===== src/rtl/tlb_ctrl.sv =====
// tlb_ctrl: sequencer/arbiter for an 8 x 24-bit TLB RAM (sync write, async read).
// Ports: clk/rst; flush/write/lookup requests; RAM port (addr/data/we/q); status and result outputs.
//
// Requests:  flush_req, wr_req (+ wr_rand, wr_index, wr_vpn, wr_pfn), lk_req (+ lk_vpn)
// RAM side:  ram_addr, ram_data, ram_we out; ram_q in (combinational from ram_addr)
// Results:   busy, done (1-cycle pulse), hit, lk_pfn, lk_index, rr_ptr
module tlb_ctrl #(
    parameter int VPN_W = 12,
    parameter int PFN_W = 11,
    parameter int IDX_W = 3
) (
    input  logic                   clk,
    input  logic                   rst,
    input  logic                   flush_req,
    input  logic                   wr_req,
    input  logic                   wr_rand,
    input  logic [IDX_W-1:0]       wr_index,
    input  logic [VPN_W-1:0]       wr_vpn,
    input  logic [PFN_W-1:0]       wr_pfn,
    input  logic                   lk_req,
    input  logic [VPN_W-1:0]       lk_vpn,
    output logic [IDX_W-1:0]       ram_addr,
    output logic [VPN_W+PFN_W:0]   ram_data,
    output logic                   ram_we,
    input  logic [VPN_W+PFN_W:0]   ram_q,
    output logic                   busy,
    output logic                   done,
    output logic                   hit,
    output logic [PFN_W-1:0]       lk_pfn,
    output logic [IDX_W-1:0]       lk_index,
    output logic [IDX_W-1:0]       rr_ptr
);

    localparam int ENT_W = 1 + VPN_W + PFN_W;
    localparam logic [IDX_W-1:0] LAST = '1;

    typedef enum logic [1:0] {
        S_IDLE,
        S_SCAN,
        S_WRITE,
        S_FLUSH
    } state_t;

    state_t           state_q, state_d;
    logic [IDX_W-1:0] cnt_q, cnt_d;
    logic [IDX_W-1:0] rr_ptr_q, rr_ptr_d;
    logic [IDX_W-1:0] tgt_q, tgt_d;
    logic [VPN_W-1:0] vpn_q, vpn_d;
    logic [PFN_W-1:0] pfn_q, pfn_d;
    logic             rand_q, rand_d;
    logic             done_q, done_d;
    logic             hit_q, hit_d;
    logic [PFN_W-1:0] lk_pfn_q, lk_pfn_d;
    logic [IDX_W-1:0] lk_index_q, lk_index_d;

    logic             ent_match;
    logic             scan_last;
    logic             we_raw;

    // vpn_q holds the lookup tag in SCAN and the write tag in WRITE.
    assign ent_match = ram_q[ENT_W-1]
                     && (ram_q[ENT_W-2 -: VPN_W] == vpn_q);
    assign scan_last = (cnt_q == LAST);

    // ------------------------------------------------------------
    // FSM: state register
    // ------------------------------------------------------------
    always_ff @(posedge clk) begin
        if (rst) begin
            state_q <= S_IDLE;
        end else begin
            state_q <= state_d;
        end
    end

    // ------------------------------------------------------------
    // FSM: next state
    // ------------------------------------------------------------
    always_comb begin
        state_d = state_q;
        unique case (state_q)
            S_IDLE: begin
                priority case (1'b1)
                    flush_req: state_d = S_FLUSH;
                    wr_req:    state_d = S_WRITE;
                    lk_req:    state_d = S_SCAN;
                    default:   state_d = S_IDLE;
                endcase
            end
            S_SCAN: begin
                if (ent_match || scan_last) begin
                    state_d = S_IDLE;
                end
            end
            S_WRITE: begin
                state_d = S_IDLE;
            end
            S_FLUSH: begin
                if (scan_last) begin
                    state_d = S_IDLE;
                end
            end
            default: state_d = S_IDLE;
        endcase
    end

    // ------------------------------------------------------------
    // FSM: RAM port and busy
    // ------------------------------------------------------------
    always_comb begin
        ram_addr = '0;
        ram_data = '0;
        we_raw   = 1'b0;
        unique case (state_q)
            S_IDLE: begin
                ram_addr = '0;
            end
            S_SCAN: begin
                ram_addr = cnt_q;
            end
            S_WRITE: begin
                ram_addr = tgt_q;
                ram_data = {1'b1, vpn_q, pfn_q};
                we_raw   = 1'b1;
            end
            S_FLUSH: begin
                ram_addr = cnt_q;
                we_raw   = 1'b1;
            end
            default: begin
                ram_addr = '0;
            end
        endcase
    end

    // A reset cycle must never write, even in the middle of WRITE/FLUSH.
    assign ram_we = we_raw & ~rst;
    assign busy   = (state_q != S_IDLE);

    // ------------------------------------------------------------
    // Datapath: latches, counters, results
    // ------------------------------------------------------------
    always_comb begin
        cnt_d      = cnt_q;
        rr_ptr_d   = rr_ptr_q;
        tgt_d      = tgt_q;
        vpn_d      = vpn_q;
        pfn_d      = pfn_q;
        rand_d     = rand_q;
        done_d     = 1'b0;
        hit_d      = hit_q;
        lk_pfn_d   = lk_pfn_q;
        lk_index_d = lk_index_q;
        unique case (state_q)
            S_IDLE: begin
                priority case (1'b1)
                    flush_req: begin
                        cnt_d = '0;
                    end
                    wr_req: begin
                        tgt_d  = wr_rand ? rr_ptr_q : wr_index;
                        vpn_d  = wr_vpn;
                        pfn_d  = wr_pfn;
                        rand_d = wr_rand;
                    end
                    lk_req: begin
                        vpn_d = lk_vpn;
                        cnt_d = '0;
                    end
                    default: begin
                        cnt_d = cnt_q;
                    end
                endcase
            end
            S_SCAN: begin
                if (ent_match) begin
                    done_d     = 1'b1;
                    hit_d      = 1'b1;
                    lk_pfn_d   = ram_q[PFN_W-1:0];
                    lk_index_d = cnt_q;
                end else if (scan_last) begin
                    // Miss: pfn/index keep their previous values.
                    done_d = 1'b1;
                    hit_d  = 1'b0;
                end else begin
                    cnt_d = cnt_q + IDX_W'(1);
                end
            end
            S_WRITE: begin
                done_d     = 1'b1;
                hit_d      = 1'b0;
                lk_index_d = tgt_q;
                if (rand_q) begin
                    // Natural wrap 7 -> 0.
                    rr_ptr_d = rr_ptr_q + IDX_W'(1);
                end
            end
            S_FLUSH: begin
                cnt_d = cnt_q + IDX_W'(1);
                if (scan_last) begin
                    done_d   = 1'b1;
                    hit_d    = 1'b0;
                    rr_ptr_d = '0;
                end
            end
            default: begin
                cnt_d = cnt_q;
            end
        endcase
    end

    always_ff @(posedge clk) begin
        if (rst) begin
            cnt_q      <= '0;
            rr_ptr_q   <= '0;
            tgt_q      <= '0;
            vpn_q      <= '0;
            pfn_q      <= '0;
            rand_q     <= 1'b0;
            done_q     <= 1'b0;
            hit_q      <= 1'b0;
            lk_pfn_q   <= '0;
            lk_index_q <= '0;
        end else begin
            cnt_q      <= cnt_d;
            rr_ptr_q   <= rr_ptr_d;
            tgt_q      <= tgt_d;
            vpn_q      <= vpn_d;
            pfn_q      <= pfn_d;
            rand_q     <= rand_d;
            done_q     <= done_d;
            hit_q      <= hit_d;
            lk_pfn_q   <= lk_pfn_d;
            lk_index_q <= lk_index_d;
        end
    end

    assign done     = done_q;
    assign hit      = hit_q;
    assign lk_pfn   = lk_pfn_q;
    assign lk_index = lk_index_q;
    assign rr_ptr   = rr_ptr_q;

endmodule

===== config.mk =====
export PLATFORM = sky130hd
export DESIGN_NAME = tlb_ctrl
export DESIGN_NICKNAME = d
export VERILOG_FILES = /design/src/rtl/tlb_ctrl.sv
export SDC_FILE = /design/constraint.sdc
export NUM_CORES = 1
export LEC_CHECK = 0
export CELL_PAD_IN_SITES_DETAIL_PLACEMENT = 1
export CELL_PAD_IN_SITES_GLOBAL_PLACEMENT = 1
export CORE_ASPECT_RATIO = 0.7
export CORE_MARGIN = 1
export CORE_UTILIZATION = 32
export CTS_BUF_LIST = sky130_fd_sc_hd__clkbuf_2
export CTS_CLUSTER_DIAMETER = 120
export CTS_CLUSTER_SIZE = 12
export DETAILED_ROUTE_END_ITERATION = 10
export PLACE_DENSITY = 0.85
export SLEW_MARGIN = 20
export SYNTH_ARGS = -nofsm -noshare
export SYNTH_HDL_FRONTEND = slang
export SYNTH_SLANG_ARGS = --single-unit

===== constraint.sdc =====
create_clock -name clk -period 3.8 [get_ports clk]
set_input_delay 0.57 -clock clk [delete_from_list [all_inputs] [get_ports clk]]
set_output_delay 0.57 -clock clk [all_outputs]
set_load 0.01 [all_outputs]

==> impl_metrics.toml <==
[floorplan]
start_util = 0.339
rows = 26
die_h_um = 76.7
core_area_sq_um = 7510
die_w_um = 109
die_area_sq_um = 8330
ios = 116

[pwr]
power_switching_mw = 0.332
p_leak_nw = 1.33
power_frac_clock = 0.199
irDropWorstVdd_uv = 135
p_total_mw = 1.08
p_per_area_nw_per_um2 = 286
p_int_mw = 0.747
power_frac_seq = 0.550
comb_power_share = 0.251
switching_share = 0.308

[finish]
area_growth_pct = 47.8
fin_nets = 483
drive_above_1_share = 0.0460
final_common_cell = "clkdlybuf4s50_1"
n_antenna_cell = 0
nFillCells = 906
register_area_sq_um = 1020
multi_input_area_sq_um = 1380
layout_common_cells = "clkdlybuf4s50_1, dfxtp_1, nand2_1, a21oi_1, and2_1"

[routing]
ant_nets = 0
post-route-drc-count = 0
num_vias = 2659
drt_iter0_drc = 84
dr.pass1.iters = 4
vias_per_cell = 5.20
routed_wl_um = 8560
wl_per_cell_um = 16.7

[logic_synthesis]
synth.avg_cell_area_sq_um = 8.22
yosysUniqueCellTypes = 40
synthSimpleGateAreaFrac = 0.239
synth_top_family_by_area = "simple AND/OR/NAND/NOR gates"
synth_top_area_share = 0.401
synth_area_leaders = "dfxtp_1, mux2i_1, nand2_1"
synth_seq_area_share = 0.401
ys.flop_type = "dfxtp_1"
synth.ff_latch_count = 51
synthMuxAreaShare = 0.0673
async_flop_share = 0
synth_adder_area_share = 0.0147
synth_edf_count = 0
synth_fp_nets = 381
synth-compound-area-share = 0.187
synthXorXnorAreaFrac = 0.0344
post_synth_inst_count = 310
yosys.area.top_type = "dfxtp_1"
synth-warning-count = 0
synthesis.area_sq_um = 2550

[critical_path]
cp-start-kind = "register"
cp.required_ps = 3230
cp_top_family = "buffers and inverters"
crit_chain = "nand2_1 -> inv_1 -> nand2_1 -> nand2_1 -> clkdlybuf4s50_1"
cp.arrival_ps = 2830
cp-end-kind = "output port"
cpMostUsedCell = "nand2_1"
slowest_stage = "dfxtp_1"
reg2reg_from = "vpn_q[10]$_SDFFE_PP0P_"
cpPeakStageDelay_ps = 660
crit_start = "state_q[1]$_SDFFE_PP0P_"
cp_max_fo = 26
crit_buf_inv = 2
worst-setup-path-type = "reg2out"

[timing]
whs_ps = 475
tightest_slew_ps = 793
fmax_ghz = 0.294
skew_ps = 35.7
grt_setup_unrepaired = "no"
post-route-period-util = 0.895
fin_setup_tns_ps = 0
setup_violations = 0
slew_headroom = 0.471
finalHoldViolCount = 0
period_needed_ps = 3400
maxSlewViolCount = 0

[run]
drv_cap = 0

[clock_tree]
clk_pin_slew_ps = 250
post_cts_resized = 0
cts_made_buffers = 5
h-tree-depth = 2
cts_setup_buffers = 0
clk_latency_ps = 420
clock_path_buffers = 2
cts_hold_buf = 0
cts_num_sinks = 51
cts-root-buf = "clkbuf_2"
cts_tree = "done"

[run_status]
status = "complete, no violations"

[place]
hpwlAfterDp_um = 6340
port_buffers = 115
routabilityCongestion = 0.733

[global_routing]
grt_pass1_vias = 2686
grt_pass1_wl_um = 13400
grt_max_degree = 54
track_usage = 0.206
gr-total-overflow = 0
antenna_found_initial = 0

[hold_path]
hold_class = "reg2reg"
hp-start = "pfn_q[7]$_SDFFE_PP0P_"
==> layer usage <==
metal | track usage | wire [um]
met3 | 0.0340 | 463
met5 | 0 | 0
met1 | 0.270 | 4040
met2 | 0.359 | 4020
met4 | 0.0324 | 33
==> state kept, by name (all words and copies together) (netlist names) <==
signal    flops
vpn_q        12
lk_pfn       11
pfn_q        11
cnt_q         3
lk_index      3
rr_ptr        3
tgt_q         3
state_q       2
done          1
hit           1
rand_q        1
==> worst paths after layout <==
kind                                               to  slack, ps  cells after the start
worst min-delay path            pfn_q[7]$_SDFFE_PP0P_        480                      2
worst min register to register  pfn_q[7]$_SDFFE_PP0P_        480                      2
worst max-delay path                      ram_addr[0]        400                      5
worst max register to register        done$_SDFF_PP0_       1640                      5
==> synth_stat cells (2+ instances only) <==
cell type	instances
nand2_1	40
dfxtp_1	51
nor2b_1	4
a21oi_1	28
buf_2	3
a31oi_1	5
xnor2_1	9
buf_6	3
inv_1	7
ha_1	3
o21ai_0	6
clkbuf_1	16
o21ai_1	10
nand3_1	4
a211o_2	2
o22ai_1	2
nand2b_1	3
mux2i_1	16
a211oi_1	15
and2_1	23
nand4_1	16
nor3_1	3
nor2_1	22
o211ai_1	3
==> worst register-to-register path: cells and delay by family, from the launching register on <==
family / cells / cell delay (ps)
AO/OA/AOI/OAI: 1 / 360
XOR/XNOR: 1 / 190
AND/OR/NAND/NOR: 3 / 1170
flip-flops: 1 / 390
==> cells by family (layout without fill, tap and decap cells) <==
family                   Yosys count  count (layout)
XOR/XNOR                          10              10
adder cells (fa/ha/maj)            3               3
flip-flops                        51              51
multiplexers                      17              17
AND/OR/NAND/NOR                  121             121
AO/OA/AOI/OAI                     77              77
buffers and inverters             31             134
==> per-stage QoR <==
step	utilization	worst slack [ps]	instance area [sq um]	std cells
global placement	0.496	938	3730	503
CTS	0.501	326	3770	511
detailed placement	0.496	830	3730	503
floorplan	-	1840	2550	310
finish	0.501	398	3770	511
global route	0.501	105	3770	511
==> layout make-up <==
| class | count | area share |
|---|---|---|
| multi-input cells | 228 | 0.366 |
| repair buffers | 119 | 0.312 |
| flip-flops and latches | 51 | 0.271 |
| well taps | 98 | 0.0326 |
| inverters | 7 | 0.00698 |
| clock buffers | 5 | 0.00664 |
| clock inverters | 3 | 0.00399 |
==> power groups by stage <==
stage	sequential (mW)	combinational [mW]	clock, mW
2_1_floorplan	0.593	0.145	0
3_3_place_gp	0.601	0.262	0
3_5_place_dp	0.603	0.272	0
4_1_cts	0.593	0.274	0.220
5_1_grt	0.598	0.296	0.244
6_report	0.593	0.270	0.215
No activity file was read; power rests on OpenSTA's default activity.
